## src/rtl/trig_pkg.sv

```systemverilog
// Shared definitions for the trigger generator / decoder pair: FSM states,
// default accumulator width and the divider iteration count.
package trig_pkg;

    localparam int NUM_BITS_DEF = 32;
    localparam int DIV_ITERS    = NUM_BITS_DEF + 1;

    typedef enum logic [1:0] {
        HUNT    = 2'd0,
        MEASURE = 2'd1,
        DIVIDE  = 2'd2
    } trig_state_t;

    // One quotient bit per dividend bit; the dividend 2^num_bits has num_bits+1 bits.
    function automatic int div_iters(input int num_bits);
        return num_bits + 1;
    endfunction

endpackage

```

## src/rtl/recip_div.sv

```systemverilog
// Multi-cycle restoring divider computing floor(2^NUM_BITS / divisor),
// one quotient bit per clk, with start/busy/done handshake and abort.
module recip_div
    import trig_pkg::*;
#(
    parameter int NUM_BITS = NUM_BITS_DEF,
    parameter int DIV_BITS = 25
) (
    input  logic                clk,
    input  logic                rst,
    input  logic                start,
    input  logic                abort,
    input  logic [DIV_BITS-1:0] divisor,
    output logic                busy,
    output logic                done,
    output logic [NUM_BITS-1:0] quotient
);

    localparam int ITERS = div_iters(NUM_BITS);
    localparam int IW    = $clog2(ITERS);
    localparam logic [IW-1:0] LAST_ITER = IW'(ITERS - 1);

    logic [DIV_BITS-1:0] div_q;
    logic [DIV_BITS-1:0] rem;
    logic [DIV_BITS-1:0] rem_next;
    logic [DIV_BITS:0]   trial;
    logic [DIV_BITS:0]   diff;
    logic                q_bit;
    logic [NUM_BITS-1:0] quo;
    logic [NUM_BITS-1:0] quo_next;
    logic [IW-1:0]       iter;

    // The only set dividend bit is the MSB, fed in on the first iteration.
    // NOTE: every signal driven here gets a value on every path, so no latch is inferred.
    always_comb begin
        trial    = {rem, (iter == '0)};
        diff     = trial - {1'b0, div_q};
        q_bit    = (trial >= {1'b0, div_q});
        rem_next = q_bit ? diff[DIV_BITS-1:0] : trial[DIV_BITS-1:0];
        quo_next = {quo[NUM_BITS-2:0], q_bit};
    end

    // The final quotient bit is resolved combinationally so the caller can
    // register the result on the same edge that retires the last iteration.
    assign done     = busy && (iter == LAST_ITER);
    assign quotient = quo_next;

    // NOTE: datapath registers are loaded on start, so only control state is reset.
    always_ff @(posedge clk) begin
        if (rst) begin
            busy <= 1'b0;
            iter <= '0;
        end else if (abort) begin
            busy <= 1'b0;
        end else if (start && !busy) begin
            busy  <= 1'b1;
            iter  <= '0;
            rem   <= '0;
            quo   <= '0;
            div_q <= divisor;
        end else if (busy) begin
            rem  <= rem_next;
            quo  <= quo_next;
            iter <= iter + IW'(1);
            if (done)
                busy <= 1'b0;
        end
    end

endmodule

```

## src/rtl/trig_decode.sv

```systemverilog
// Trigger-rate decoder: measures the rising-edge period of `trigger` in
// trig_en ticks and recovers the generator tuning word floor(2^NUM_BITS/period).
module trig_decode
    import trig_pkg::*;
#(
    parameter int NUM_BITS = NUM_BITS_DEF,
    parameter int CNT_BITS = 24
) (
    input  logic                clk,
    input  logic                rst,
    input  logic                trig_en,
    input  logic                trigger,
    output logic [NUM_BITS-1:0] tuning_word,
    output logic                valid,
    output logic                locked,
    output logic                busy
);

    localparam logic [CNT_BITS-1:0] CNT_MAX = '1;

    trig_state_t         state;
    logic                trig_d;
    logic [CNT_BITS-1:0] cnt;
    logic [CNT_BITS:0]   period;
    logic                rise;
    logic                timeout;
    logic                div_start;
    logic                div_done;
    logic [NUM_BITS-1:0] div_quot;

    assign rise      = trig_en && trigger && !trig_d;
    assign timeout   = trig_en && !rise && (cnt == CNT_MAX) && (state != HUNT);
    // One bit wider than cnt so a saturated count still yields the true period.
    assign period    = {1'b0, cnt} + (CNT_BITS + 1)'(1);
    assign div_start = (state == MEASURE) && rise;

    recip_div #(
        .NUM_BITS (NUM_BITS),
        .DIV_BITS (CNT_BITS + 1)
    ) u_recip_div (
        .clk      (clk),
        .rst      (rst),
        .start    (div_start),
        .abort    (timeout),
        .divisor  (period),
        .busy     (busy),
        .done     (div_done),
        .quotient (div_quot)
    );

    // NOTE: state and output registers use non-blocking assignments so every
    // term on the right-hand side reads its pre-edge value.
    always_ff @(posedge clk) begin
        if (rst) begin
            state       <= HUNT;
            trig_d      <= 1'b1;
            cnt         <= '0;
            tuning_word <= '0;
            valid       <= 1'b0;
            locked      <= 1'b0;
        end else begin
            valid <= 1'b0;

            if (trig_en)
                trig_d <= trigger;

            if (rise)
                cnt <= '0;
            else if (trig_en && (cnt != CNT_MAX))
                cnt <= cnt + CNT_BITS'(1);

            if (timeout) begin
                state       <= HUNT;
                tuning_word <= '0;
                locked      <= 1'b0;
                valid       <= 1'b1;
            end else begin
                unique case (state)
                    HUNT: begin
                        if (rise)
                            state <= MEASURE;
                    end
                    MEASURE: begin
                        if (rise)
                            state <= DIVIDE;
                    end
                    DIVIDE: begin
                        // Edges seen here only restart cnt; their period is dropped.
                        if (div_done) begin
                            tuning_word <= div_quot;
                            valid       <= 1'b1;
                            locked      <= 1'b1;
                            state       <= MEASURE;
                        end
                    end
                    default: state <= HUNT;
                endcase
            end
        end
    end

endmodule

```

## config.mk

```make
export PLATFORM = sky130hd
export DESIGN_NAME = trig_decode
export DESIGN_NICKNAME = d
export VERILOG_FILES = /design/src/rtl/trig_pkg.sv /design/src/rtl/recip_div.sv /design/src/rtl/trig_decode.sv
export SDC_FILE = /design/constraint.sdc
export NUM_CORES = 1
export LEC_CHECK = 0
export ABC_AREA = 1
export CORE_MARGIN = 2
export CORE_UTILIZATION = 54
export DETAILED_ROUTE_END_ITERATION = 8
export PLACE_DENSITY = 0.71
export SLEW_MARGIN = 20
export SYNTH_ARGS = -nofsm -noshare
export SYNTH_HDL_FRONTEND = slang
export SYNTH_SLANG_ARGS = --single-unit
```

## constraint.sdc

```tcl
create_clock -name clk -period 6.5 [get_ports clk]
set_clock_uncertainty 0.1 [all_clocks]
set_input_delay 1.3 -clock clk [delete_from_list [all_inputs] [get_ports clk]]
set_output_delay 1.3 -clock clk [all_outputs]
set_load 0.005 [all_outputs]
```

==> results of run 1 <==
==> worst min path at each step <==
stage                                 start  slack [ns]                            to  cells past startpoint
3_5_place_dp   tuning_word[28]$_SDFFE_PP0P_        0.36  tuning_word[28]$_SDFFE_PP0P_                      2
3_3_place_gp   tuning_word[12]$_SDFFE_PP0P_        0.36  tuning_word[12]$_SDFFE_PP0P_                      2
6_report       tuning_word[14]$_SDFFE_PP0P_        0.36  tuning_word[14]$_SDFFE_PP0P_                      2
5_1_grt         tuning_word[2]$_SDFFE_PP0P_        0.39   tuning_word[2]$_SDFFE_PP0P_                      2
4_1_cts        tuning_word[28]$_SDFFE_PP0P_        0.36  tuning_word[28]$_SDFFE_PP0P_                      2
2_1_floorplan           trig_d$_SDFFE_PP1P_        0.35           trig_d$_SDFFE_PP1P_                      2
==> routing by layer <==
layer  track usage  vias up  share of wire
li1              -     3427              -
met1         0.304     2956           0.49
met2         0.358       95           0.46
met3        0.0401       22          0.033
met4        0.0737        0          0.014
met5             0        -              0
==> cells by family after synthesis <==
logic type | after synthesis
simple gates | 543
buf+inv | 209
flops | 149
compound gates | 105
xor+xnor | 36
fa+ha+maj | 29
==> sequential cells by signal (all words and copies together) (netlist names), 2 cells and up <==
signal and count:
state 2, u_recip_div.iter 6, tuning_word 32, u_recip_div.quo 31, u_recip_div.rem 25, cnt 24, u_recip_div.div_q 25
==> per-stage QoR <==
stage | hold WS, ns | std cells | utilization | total power (uW) | setup WS (ns)
floorplan | 0.345 | 1071 | - | 1070 | 1.58
global placement | 0.356 | 1270 | 0.588 | 1090 | 2.11
detailed placement | 0.356 | 1270 | 0.588 | 1090 | 2.06
CTS | 0.365 | 1302 | 0.631 | 2110 | 2.49
global route | 0.386 | 1302 | 0.631 | 2160 | 2.27
finish | 0.363 | 1302 | 0.631 | 2100 | 2.55
==> power breakdown <==
part	switching, uW	internal [uW]
sequential	11.1	999
clock	400	628
combinational	38.6	19.0
total	450	1650
==> worst max-delay path, delay by kind of cell <==
family                 cells  cell delay (ns)
and+or+nand+nor            6             1.61
buffers and inverters      2             1.02
==> cell usage in the layout (no fill, tap or decap), drive strengths merged, types with 11 or more instances in the layout <==
cell / n
dfxtp: 68
edfxtp: 81
xor2: 21
clkdlybuf4s50: 38
nor3: 11
nor2: 126
a21oi: 66
clkbuf: 21
nand2: 339
inv: 190
o21ai: 37
nand3: 36
nand4: 21
ha: 28
xnor2: 15
==> cell type report <==
class                      count  area share
clock buffer                  21      0.0533
clock inverter                11      0.0143
inverter                     183      0.0743
multi-input combinational    713       0.379
sequential                   149       0.410
tap                          184      0.0249
timing repair buffer          41      0.0436
==> impl_metrics.tcl, run 1 <==
set metrics [dict create \
    status "finished, final reports clean" \
    synth_xor_area_frac 0.0388 \
    r2r_cells 20 \
    r2r-end "u_recip_div.rem[22]$_SDFFCE_PP0P_" \
    routedWlPerCell_um 13.0 \
    core_area_um2 14600 \
    grt_max_degree 63 \
    maxSlewHeadroom 0.288 \
    yosys.area_share.simple 0.277 \
    rrSetupSlack_ns 2.97 \
    crit_type "in2reg" \
    numPortBuffers 38 \
    r2r_start "u_recip_div.iter[0]$_SDFFE_PP0P_" \
    synthMuxAreaShare 0 \
    tns_ns 0 \
    antenna_cells 0 \
    syn_avg_cell_area_um2 7.59 \
    gr-total-overflow 0 \
    hold_buffers 0 \
    yosys.cell_count.top_type "nand2_1" \
    power.density_nw_per_um2 227 \
    synthTopCellsByArea "edfxtp_1 (30%), dfxtp_1 (17%), nand2_1 (15%)" \
    antenna_found_initial 0 \
    crit_chain "clkdlybuf4s50_1, nand2_1, nor2_1, nand3_1, nand2_1, nand2_2, nor2_4, buf_4" \
    grt_pass1_wl_mm 28.3 \
    ys_types 38 \
    clk_pin_slew_ns 0.06 \
    clkLatencyLatePin_ns 0.43 \
    rows 44 \
    yosys.area_share.adder 0.0455 \
    fp.dieW_um 127 \
    worstSetupEndpointType "flop" \
    nets 1138 \
    h-tree-depth 4 \
    critical_path_required_ns 6.49 \
    min_path_type "reg2reg" \
    synthesis.nets 1104 \
    cts_buffers 17 \
    gp_congestion 0.942 \
    grt_pass1_vias 6012 \
    setup_viol 0 \
    clock_path_buffers 2 \
    placed_cell_area_um2 8610 \
    worstPathMaxFanout 30 \
    period_share 0.608 \
    synth_edf_count 81 \
    drtIter0Drc 457 \
    io_pins 39 \
    start_kind "primary input" \
    drcViolationCount 0 \
    critPathMaxStageDelay_ns 0.72 \
    synth_top_area_frac 0.299 \
    rsz0062_at_grt "false" \
    postRouteAntennaNets 0 \
    vias 6500 \
    multi_input_area_um2 3500 \
    layout-drive-gt1-share 0.0501 \
    drtPass1Iterations 6 \
    hold_viol_final 0 \
    yosysTopAreaCell "edfxtp_1" \
    gr-usage-all-layers 0.222 \
    finalInstanceArea_um2 9240 \
    wl_mm 17.0 \
    fillCellCount 1273 \
    ys_warn_count 0 \
    synth_cells 1071 \
    async_flop_share 0 \
    crit_top_cell "nand2_1" \
    ys_top_cells_by_count "nand2_1 (334), inv_1 (182), nor2_1 (121)" \
    synth_top_family_by_area "simple AND/OR/NAND/NOR gates" \
    cts_tree "yes" \
    drv_slew 0 \
    syn_to_final_growth_pct 13.6 \
    synth_flop_cell "edfxtp_1" \
    post_cts_buffers 0 \
    crit_path_end "u_recip_div.rem[12]$_SDFFCE_PP0P_" \
    die_y_um 127 \
    hpwl_mm 11.9 \
    fin_crit_ns 3.95 \
    synth_compound_area_frac 0.0675 \
    power.leakage_uw 0.00426 \
    cts_resized 0 \
    ir_worst_vdd_v 0.000313 \
    fmax_mhz 253 \
    crit_start "trig_en" \
    ys_ff_latch 149 \
    ys_seq_area_frac 0.466 \
    cts.sinks 149 \
    regArea_um2 3790 \
    routed_via_density 4.99 \
    critPathSlowestCell "nor2_4" \
    start_util 0.555 \
    maxCapViolCount 0 \
    dieArea_um2 16100 \
    worst_pin_slew_ns 1.07 \
    cp.arrival_ns 3.95 \
    cts_root_buf "clkbuf_16" \
    syn_area_um2 8130 \
]
No activity file was read; power rests on OpenSTA's default activity.
==> run 2, diff against run 1 <==
==> constraint.sdc (replaced) <==
create_clock -name clk -period 4 [get_ports clk]
set_clock_uncertainty 0.1 [all_clocks]
set_input_delay 0.8 -clock clk [delete_from_list [all_inputs] [get_ports clk]]
set_output_delay 0.8 -clock clk [all_outputs]
set_load 0.005 [all_outputs]
==> impl_metrics.tcl, run 2 (synthesis results as in run 1) <==
set metrics [dict create \
    cts.sinks 149 \
    crit_type "reg2reg" \
    hp-start "tuning_word[21]$_SDFFE_PP0P_" \
    setup_viol 0 \
    routedWlPerCell_um 13.2 \
    drtIter0Drc 458 \
    grt_pass1_wl_mm 29.3 \
    rsz0062_at_grt "false" \
    antenna_found_initial 0 \
    nets 1144 \
    fmax_mhz 302 \
    dp_cells 1276 \
    crit_chain "inv_1, ha_1, nand2_1, nor2_1, nand3_1, ha_1, inv_1, fa_1, nand2_1, nand2_1, nand3_1, nand2_1, nand2_1, nand2_1, nand2_2, nand3_4, buf_4, o21ai_1, nor2_1" \
    busiest_layer "met2" \
    largest-register "tuning_word" \
    vias 6553 \
    maxSlewHeadroom 0.335 \
    r2r_cells 19 \
    routed_via_density 5.01 \
    grt_util_met3 0.0413 \
    drtPass1Iterations 5 \
    met1_usage 0.313 \
    grt_max_degree 57 \
    antenna_cells 0 \
    fp.dieW_um 127 \
    top_regs "tuning_word: 32 flops, u_recip_div.quo: 31 flops" \
    min_path_cells 2 \
    critPathMaxStageDelay_ns 0.38 \
    power.density_nw_per_um2 358 \
    crit_top_cell "nand2_1" \
    dieArea_um2 16100 \
    met2_usage 0.364 \
    wl_mm 17.3 \
    min_path_type "reg2reg" \
    final_cells 1308 \
    gr-total-overflow 0 \
    ir_worst_vdd_v 0.000324 \
    largest_reg_flops 32 \
    worstSetupEndpointType "flop" \
    clk_pin_slew_ns 0.06 \
    gp_congestion 0.924 \
    hpwl_mm 12.6 \
    whs_endpoint "tuning_word[21]$_SDFFE_PP0P_" \
    power.leakage_uw 0.00426 \
    r2r_start "u_recip_div.iter[0]$_SDFFE_PP0P_" \
    syn_to_final_growth_pct 13.7 \
    numPortBuffers 38 \
    cts_buffers 17 \
    postRouteAntennaNets 0 \
    maxCapViolCount 0 \
    final_common_cell "nand2_1" \
    grt_pass1_vias 6212 \
    h-tree-depth 4 \
    worst_pin_slew_ns 0.997 \
    hold_viol_final 0 \
    cts_root_buf "clkbuf_16" \
    clock_path_buffers 2 \
    fin_crit_ns 3.31 \
    layout-drive-gt1-share 0.0525 \
    post_cts_buffers 0 \
    drcViolationCount 0 \
    fillCellCount 1309 \
    gr-usage-all-layers 0.226 \
    cts_resized 0 \
    start_kind "flop" \
    cp.arrival_ns 3.40 \
    start_util 0.555 \
    hold_buffers 0 \
    whs_ns 0.364 \
    critical_path_required_ns 4.08 \
    rows 44 \
    p_total_uw 3310 \
    core_area_um2 14600 \
    rrSetupSlack_ns 0.69 \
    drv_slew 0 \
    status "finished, final reports clean" \
    clkLatencyLatePin_ns 0.42 \
    period_share 0.828 \
    tns_ns 0 \
    cts_tree "yes" \
    final_cell_mix "nand2_1 (334), inv_1 (182), nor2_1 (119), edfxtp_1 (81), dfxtp_1 (68)" \
    io_pins 39 \
    die_y_um 127 \
    critPathSlowestCell "fa_1" \
    worstPathMaxFanout 32 \
    r2r-end "u_recip_div.rem[13]$_SDFFCE_PP0P_" \
]
-- run 2: cell types whose count changed in the layout (fill, tap and decap cells not counted), sizes merged --
cell and change:
clkinv +7, buf +6, inv -4, clkbuf -3
-- run 2: final cells by class --
class	instances	area, um^2	share of cell area
Sequential cell	149	3790	0.410
Clock inverter	14	153	0.0165
Timing Repair Buffer	47	460	0.0498
Multi-Input combinational cell	713	3500	0.378
Inverter	183	687	0.0743
Clock buffer	18	429	0.0464
Tap cell	184	230	0.0249
-- run 2: power breakdown --
part | switching, uW | internal, uW
sequential | 18.2 | 1620
clock | 650 | 925
combinational | 62.8 | 32.2
-- run 2: stage by stage --
step / util / setup slack [ns] / cell area [um^2]
after global routing: 0.632 / 0.372 / 9250
after detailed placement: 0.592 / 0.716 / 8670
final: 0.632 / 0.687 / 9250
after floorplan: - / 0.518 / 8140
after CTS: 0.632 / 0.693 / 9250
after global placement: 0.592 / 0.788 / 8670
-- run 2: worst max-delay path by stage --
stage / slack [ns] / endpoint / depth (start not counted) / startpoint
global route: 0.37 / u_recip_div.rem[11]$_SDFFCE_PP0P_ / 19 / u_recip_div.iter[0]$_SDFFE_PP0P_
CTS: 0.69 / u_recip_div.rem[13]$_SDFFCE_PP0P_ / 19 / u_recip_div.iter[0]$_SDFFE_PP0P_
floorplan: 0.52 / u_recip_div.quo[0]$_SDFFCE_PP0P_ / 6 / trig_en
finish: 0.69 / u_recip_div.rem[13]$_SDFFCE_PP0P_ / 19 / u_recip_div.iter[0]$_SDFFE_PP0P_
detailed placement: 0.72 / u_recip_div.rem[13]$_SDFFCE_PP0P_ / 19 / u_recip_div.iter[0]$_SDFFE_PP0P_
global placement: 0.79 / u_recip_div.rem[11]$_SDFFCE_PP0P_ / 19 / u_recip_div.iter[0]$_SDFFE_PP0P_
-- run 2: worst max-delay path: cells and delay by family, from the launching register on --
kind	cells	cell delay, ns
AOI/OAI and AO/OA	1	0.13
adders and majority gates	3	0.72
buffers and inverters	3	0.47
DFF	1	0.37
and+or+nand+nor	12	1.27
-- run 2: routing by layer --
metal  vias to the layer above  routed length (um)
met1                      2964                8420
met5                         -                   0
met2                       128                7870
li1                       3441                   -
met3                        20                 754
met4                         0                 232
